[src/rtl/dmem_bus_if.sv]
`default_nettype none
// ---------------------------------------------------------------------------
// dmem_bus_if : MEM-stage data access unit onto a variable-latency word bus.
// Rev 1.0
// ---------------------------------------------------------------------------
module dmem_bus_if #(
    parameter int TIMEOUT_CYCLES = 16,
    parameter int CNT_W          = 5
) (
    input  logic        clk,
    input  logic        rst,
    input  logic        req_valid,
    input  logic        req_write,
    input  logic [1:0]  req_size,
    input  logic [31:0] req_addr,
    input  logic [31:0] req_wdata,
    output logic [31:0] rsp_rdata,
    output logic        core_stall,
    output logic        misalign_err,
    output logic        bus_err,
    output logic        mem_req,
    output logic        mem_we,
    output logic [3:0]  mem_be,
    output logic [31:0] mem_addr,
    output logic [31:0] mem_wdata,
    input  logic [31:0] mem_rdata,
    input  logic        mem_ready
);

    typedef enum logic [1:0] {
        S_IDLE = 2'd0,
        S_BUSY = 2'd1,
        S_DONE = 2'd2
    } state_t;

    localparam logic [CNT_W-1:0] C_CNT_LAST = CNT_W'(TIMEOUT_CYCLES - 1);

    state_t            state_q, state_d;
    logic [CNT_W-1:0]  cnt_q, cnt_d;
    logic              we_q, we_d;
    logic [1:0]        size_q, size_d;
    logic [1:0]        off_q, off_d;
    logic [31:0]       addr_q, addr_d;
    logic [31:0]       wdata_q, wdata_d;
    logic [3:0]        be_q, be_d;
    logic [31:0]       rdata_q, rdata_d;
    logic              berr_q, berr_d;

    logic              w_legal;
    logic [3:0]        w_be;
    logic [31:0]       w_wdata;
    logic [31:0]       w_shifted;
    logic [31:0]       w_load;
    logic              w_idle;
    logic              w_busy;

    // Request decode: alignment check, lane enables and lane-replicated data.
    always_comb begin
        w_legal = 1'b0;
        w_be    = 4'b0000;
        w_wdata = 32'h0;
        case (req_size)
            2'b00: begin
                w_legal = (req_addr[1:0] == 2'b00);
                w_be    = 4'b1111;
                w_wdata = req_wdata;
            end
            2'b01: begin
                w_legal = ~req_addr[0];
                w_be    = 4'b0011 << req_addr[1:0];
                w_wdata = {2{req_wdata[15:0]}};
            end
            2'b10: begin
                w_legal = 1'b1;
                w_be    = 4'b0001 << req_addr[1:0];
                w_wdata = {4{req_wdata[7:0]}};
            end
            default: begin
                w_legal = 1'b0;
            end
        endcase
    end

    // Load data is right-aligned and zero-filled above the access size.
    always_comb begin
        w_shifted = mem_rdata >> {off_q, 3'b000};
        case (size_q)
            2'b01:   w_load = {16'h0, w_shifted[15:0]};
            2'b10:   w_load = {24'h0, w_shifted[7:0]};
            default: w_load = w_shifted;
        endcase
    end

    always_comb begin
        state_d = state_q;
        cnt_d   = cnt_q;
        we_d    = we_q;
        size_d  = size_q;
        off_d   = off_q;
        addr_d  = addr_q;
        wdata_d = wdata_q;
        be_d    = be_q;
        rdata_d = rdata_q;
        berr_d  = berr_q;
        case (state_q)
            S_IDLE: begin
                cnt_d  = '0;
                berr_d = 1'b0;
                if (req_valid && w_legal) begin
                    we_d    = req_write;
                    size_d  = req_size;
                    off_d   = req_addr[1:0];
                    addr_d  = {req_addr[31:2], 2'b00};
                    wdata_d = w_wdata;
                    be_d    = w_be;
                    state_d = S_BUSY;
                end
            end
            S_BUSY: begin
                cnt_d = cnt_q + 1'b1;
                if (mem_ready) begin
                    if (!we_q) begin
                        rdata_d = w_load;
                    end
                    state_d = S_DONE;
                end else if (cnt_q == C_CNT_LAST) begin
                    rdata_d = 32'h0;
                    berr_d  = 1'b1;
                    state_d = S_DONE;
                end
            end
            S_DONE: begin
                cnt_d   = '0;
                state_d = S_IDLE;
            end
            default: begin
                cnt_d   = '0;
                state_d = S_IDLE;
            end
        endcase
    end

    always_ff @(posedge clk or negedge rst) begin
        if (!rst) begin
            state_q <= S_IDLE;
            cnt_q   <= '0;
            we_q    <= 1'b0;
            size_q  <= 2'b00;
            off_q   <= 2'b00;
            addr_q  <= 32'h0;
            wdata_q <= 32'h0;
            be_q    <= 4'b0000;
            rdata_q <= 32'h0;
            berr_q  <= 1'b0;
        end else begin
            state_q <= state_d;
            cnt_q   <= cnt_d;
            we_q    <= we_d;
            size_q  <= size_d;
            off_q   <= off_d;
            addr_q  <= addr_d;
            wdata_q <= wdata_d;
            be_q    <= be_d;
            rdata_q <= rdata_d;
            berr_q  <= berr_d;
        end
    end

    // The request-driven outputs are gated by reset so they also read 0 while it is held.
    assign w_idle       = rst && (state_q == S_IDLE);
    assign w_busy       = (state_q == S_BUSY);
    assign core_stall   = (w_idle && req_valid && w_legal) || w_busy;
    assign misalign_err = w_idle && req_valid && !w_legal;
    assign bus_err      = (state_q == S_DONE) && berr_q;
    assign mem_req      = w_busy;
    assign mem_we       = w_busy && we_q;
    assign mem_be       = w_busy ? be_q    : 4'b0000;
    assign mem_addr     = w_busy ? addr_q  : 32'h0;
    assign mem_wdata    = w_busy ? wdata_q : 32'h0;
    assign rsp_rdata    = rdata_q;

endmodule
`default_nettype wire

[config.mk]
export PLATFORM = sky130hd
export DESIGN_NAME = dmem_bus_if
export DESIGN_NICKNAME = d
export VERILOG_FILES = /design/src/rtl/dmem_bus_if.sv
export SDC_FILE = /design/constraint.sdc
export NUM_CORES = 1
export LEC_CHECK = 0
export BUFFER_PORTS_ARGS = -buffer_cell sky130_fd_sc_hd__buf_4
export CORE_UTILIZATION = 52
export CTS_BUF_LIST = sky130_fd_sc_hd__clkbuf_4 sky130_fd_sc_hd__clkbuf_8
export DETAILED_ROUTE_END_ITERATION = 8
export PLACE_DENSITY = 0.83
export SLEW_MARGIN = 20
export SYNTH_ARGS = -nofsm -noshare
export SYNTH_HDL_FRONTEND = slang
export SYNTH_SLANG_ARGS = --single-unit
export TNS_END_PERCENT = 20
[constraint.sdc]
create_clock -name clk -period 2.5 [get_ports clk]
set_input_delay 0.375 -clock clk [delete_from_list [all_inputs] [get_ports clk]]
set_output_delay 0.375 -clock clk [all_outputs]
set_load 0.05 [all_outputs]
==> impl_results.md <==
- Switching power total: 2757 uW
- Post-Syn Instances: 488
- Clock Latency Late Sink: 0.37 ns
- Die X: 108.2 um
- CTS Sinks: 111
- Antenna Cells: 0
- Top delay family on crit path: buffers and inverters
- Hold WC Path Type: input pin to asynchronous set/reset pin
- R2r worst-path depth: 4
- Final Max Slew Viols: 0
- CTS Root Cell: clkbuf_8
- I/O pins: roughly 210
- Initial antenna violation count: 0
- CP arrival: 1.89 ns
- Final nets: 795
- Crit end category: primary output
- Number of gates resized after cts: 0
- Comb pwr share: roughly 45%
- Grt total ovfl: 0
- CP Launch Type: register
- Global-route wire length before repair: between 20000 and 25000 um
- Status: complete, no violations
- DRC: 0
- Fin. Hold Viols: 0
- Synth area leaders: dfrtp_1 (47%), mux2_4 (13%), mux2i_1 (6.0%)
- Net Sw Frac: 39.99%
- Fraction of layout cells with a size suffix above 1: 43.62%
- Cell variety after synth: 43
- Largest net degree at the start of global routing: 76
- Site row count: 38
- Dpl cell area: 7503 um2
- Post-Layout Cell Count: 830
- Slew HR: 37.23%
- Placed cells: roughly 810
- Initial Util: 53.62%
- RSZ-0062 raised after global routing: false
- Postcts setup bufs: 0
- Post-route cell area: approximately 7700 um2
- Final Core Density: 70.47%
- Top-count cell post-synth: dfrtp_1
- Die area: 11700 um2
- Synth Cell Area: 5863 um2
- EDFF count, synth: 0
- Setup violations, final: 0
- Ys async rst share: 100.0%
- Synth Flop Type: dfrtp_1
- Vias: ~4.6k
- Avg Cell Area, Syn: 12.01 um2
- GR Util All Layers: 25.13%
- Max clock buf depth: 2
- Cells along the critical path: nand2b_1 > inv_1 > buf_12 > and2_1 > buf_4
- R2r setup slk: 0.28 ns
- Worst path required time: 2.12 ns
- Vias in the first global route: 4475
- Tmin final: 2.260 ns
- CTS tree: yes
- Hpwl dp: 10540 um
- Vias per cell: 5.502
- Setup TNS Final: 0 ns
- Design Power: 6893 uW
- Worst-path fanout max: 45
- 1st-pass router iterations: 4
- Share of the synthesized area in the top cell type: a little under half
- Maximum vdd drop: 0.7328 mV
- Reg2Reg Capture Point: be_q[2]$_DFFE_PN0P_
- YS warnings: 0
- WL final: 14590 um
- Wirelength per Cell: 17.57 um
- CTS Hold Bufs: 0
- Critical path's slowest cell: dfrtp_1
- F_max: approximately 440 MHz
- Top cells by count, synth: dfrtp_1 (111), and2_1 (50), mux2_4 (50)
- Post-synth top area cell: dfrtp_1
- Internal power: 4137 uW
- Kind of critical path: register to primary output
- H-tree Lvls: 3
- Final Cycle Share: between 90% and 100%
- Maxcap violations: 0
- Power Density: 894.5 nW/um2
- Pleak: 0.003940 uW
- RR Startpoint: state_q[0]$_DFFE_PN0P_
- Worst-Margin Slew: 0.9415 ns
- Core ar.: roughly 11000 um2
- Clock Skew: 0.01063 ns
- Levels on crit path: 5
- Routability cong.: roughly 0.85
- Num CTS Buffers: 9
- Part of the power in registers: 38.7%
- Layout area overhead: 31.43%
- Seq cells post-synth: 111
- Die height: 108.2 um
- Initial drt markers: 257
- ANT nets after route: 0
- Worst-path clk slew: roughly 0.11 ns
- CP max stage delay: around 0.44 ns
- Critical path buffers and inverters: 3
- Port bufs: 205
- Clk network pwr share: 16.2%
- Post-synthesis sequential area ratio: between 40% and 50%
-- routing by layer --
layer / global-route usage (%) / wire, um
met1: 32.39 / 6242
met2: 42.63 / 7086
met3: 3.858 / 997
met4: 9.491 / 259
met5: 0 / 0
-- cells in the final DEF (no fill, tap or decap), drive strengths merged, types with 4 or more instances in the layout --
cell	synthesis	final
buf	19	219
dfrtp	111	111
mux2	60	60
and2	50	50
nor2	38	38
mux2i	35	35
a22o	32	32
inv	25	25
a21oi	16	16
clkbuf	15	11
nor2b	10	10
nand2	10	10
o2bb2ai	8	8
a211o	8	8
a32o	8	8
and3b	8	8
ha	7	7
nand2b	5	5
clkinv	0	4
-- stage by stage --
stage | hold slack [ns] | setup WS (ns)
final | 0.06874 | 0.2397
after global placement | 0.4434 | 0.3070
after floorplan | 0.07941 | 0.1537
after global routing | 0.1035 | 0.09432
after detailed placement | 0.4579 | 0.1864
after CTS | 0.06884 | 0.2356
-- power groups by stage --
stage	Clock, uW	Sequential [uW]	Combinational (uW)
finish	1110	2670	3110
global placement	0	2690	3040
detailed placement	0	2700	3120
global route	1200	2740	3280
CTS	1130	2670	3120
floorplan	0	3210	1650
-- area by class of cell --
type / instances / area [um2]
fill: 800 / 3229
sequential: 111 / 2778
multi-input combinational: 319 / 2763
timing repair buffer: 219 / 1694
tap: 140 / 175.2
clock buffer: 11 / 145.1
inverter: 25 / 93.84
clock inverter: 5 / 57.56
-- registers in the layout (all words and copies together), names as in the netlist --
register,cells
berr_q,1
we_q,1
off_q,2
cnt_q,5
addr_q,30
wdata_q,32
rsp_rdata,32
be_q,4
state_q,2
size_q,2
-- worst max path at each step --
stage                          end              startpoint
2_1_floorplan        mem_wdata[18]  state_q[1]$_DFFE_PN0P_
3_3_place_gp   be_q[2]$_DFFE_PN0P_             req_size[0]
3_5_place_dp   be_q[2]$_DFFE_PN0P_             req_size[0]
4_1_cts              mem_wdata[20]  state_q[1]$_DFFE_PN0P_
5_1_grt               mem_wdata[7]  state_q[1]$_DFFE_PN0P_
6_report             mem_wdata[20]  state_q[1]$_DFFE_PN0P_
-- cell families after synthesis --
| group | after synthesis | synth area share, % |
|---|---|---|
| compound gates | 83 | 11.84 |
| fa+ha+maj | 7 | 1.494 |
| simple gates | 130 | 12.44 |
| xor+xnor | 2 | 0.2988 |
| other cells | 1 | 0.06396 |
| mux | 95 | 20.70 |
| buf+inv | 59 | 5.783 |
| flops | 111 | 47.38 |
Power figures use the tool's default switching activity.
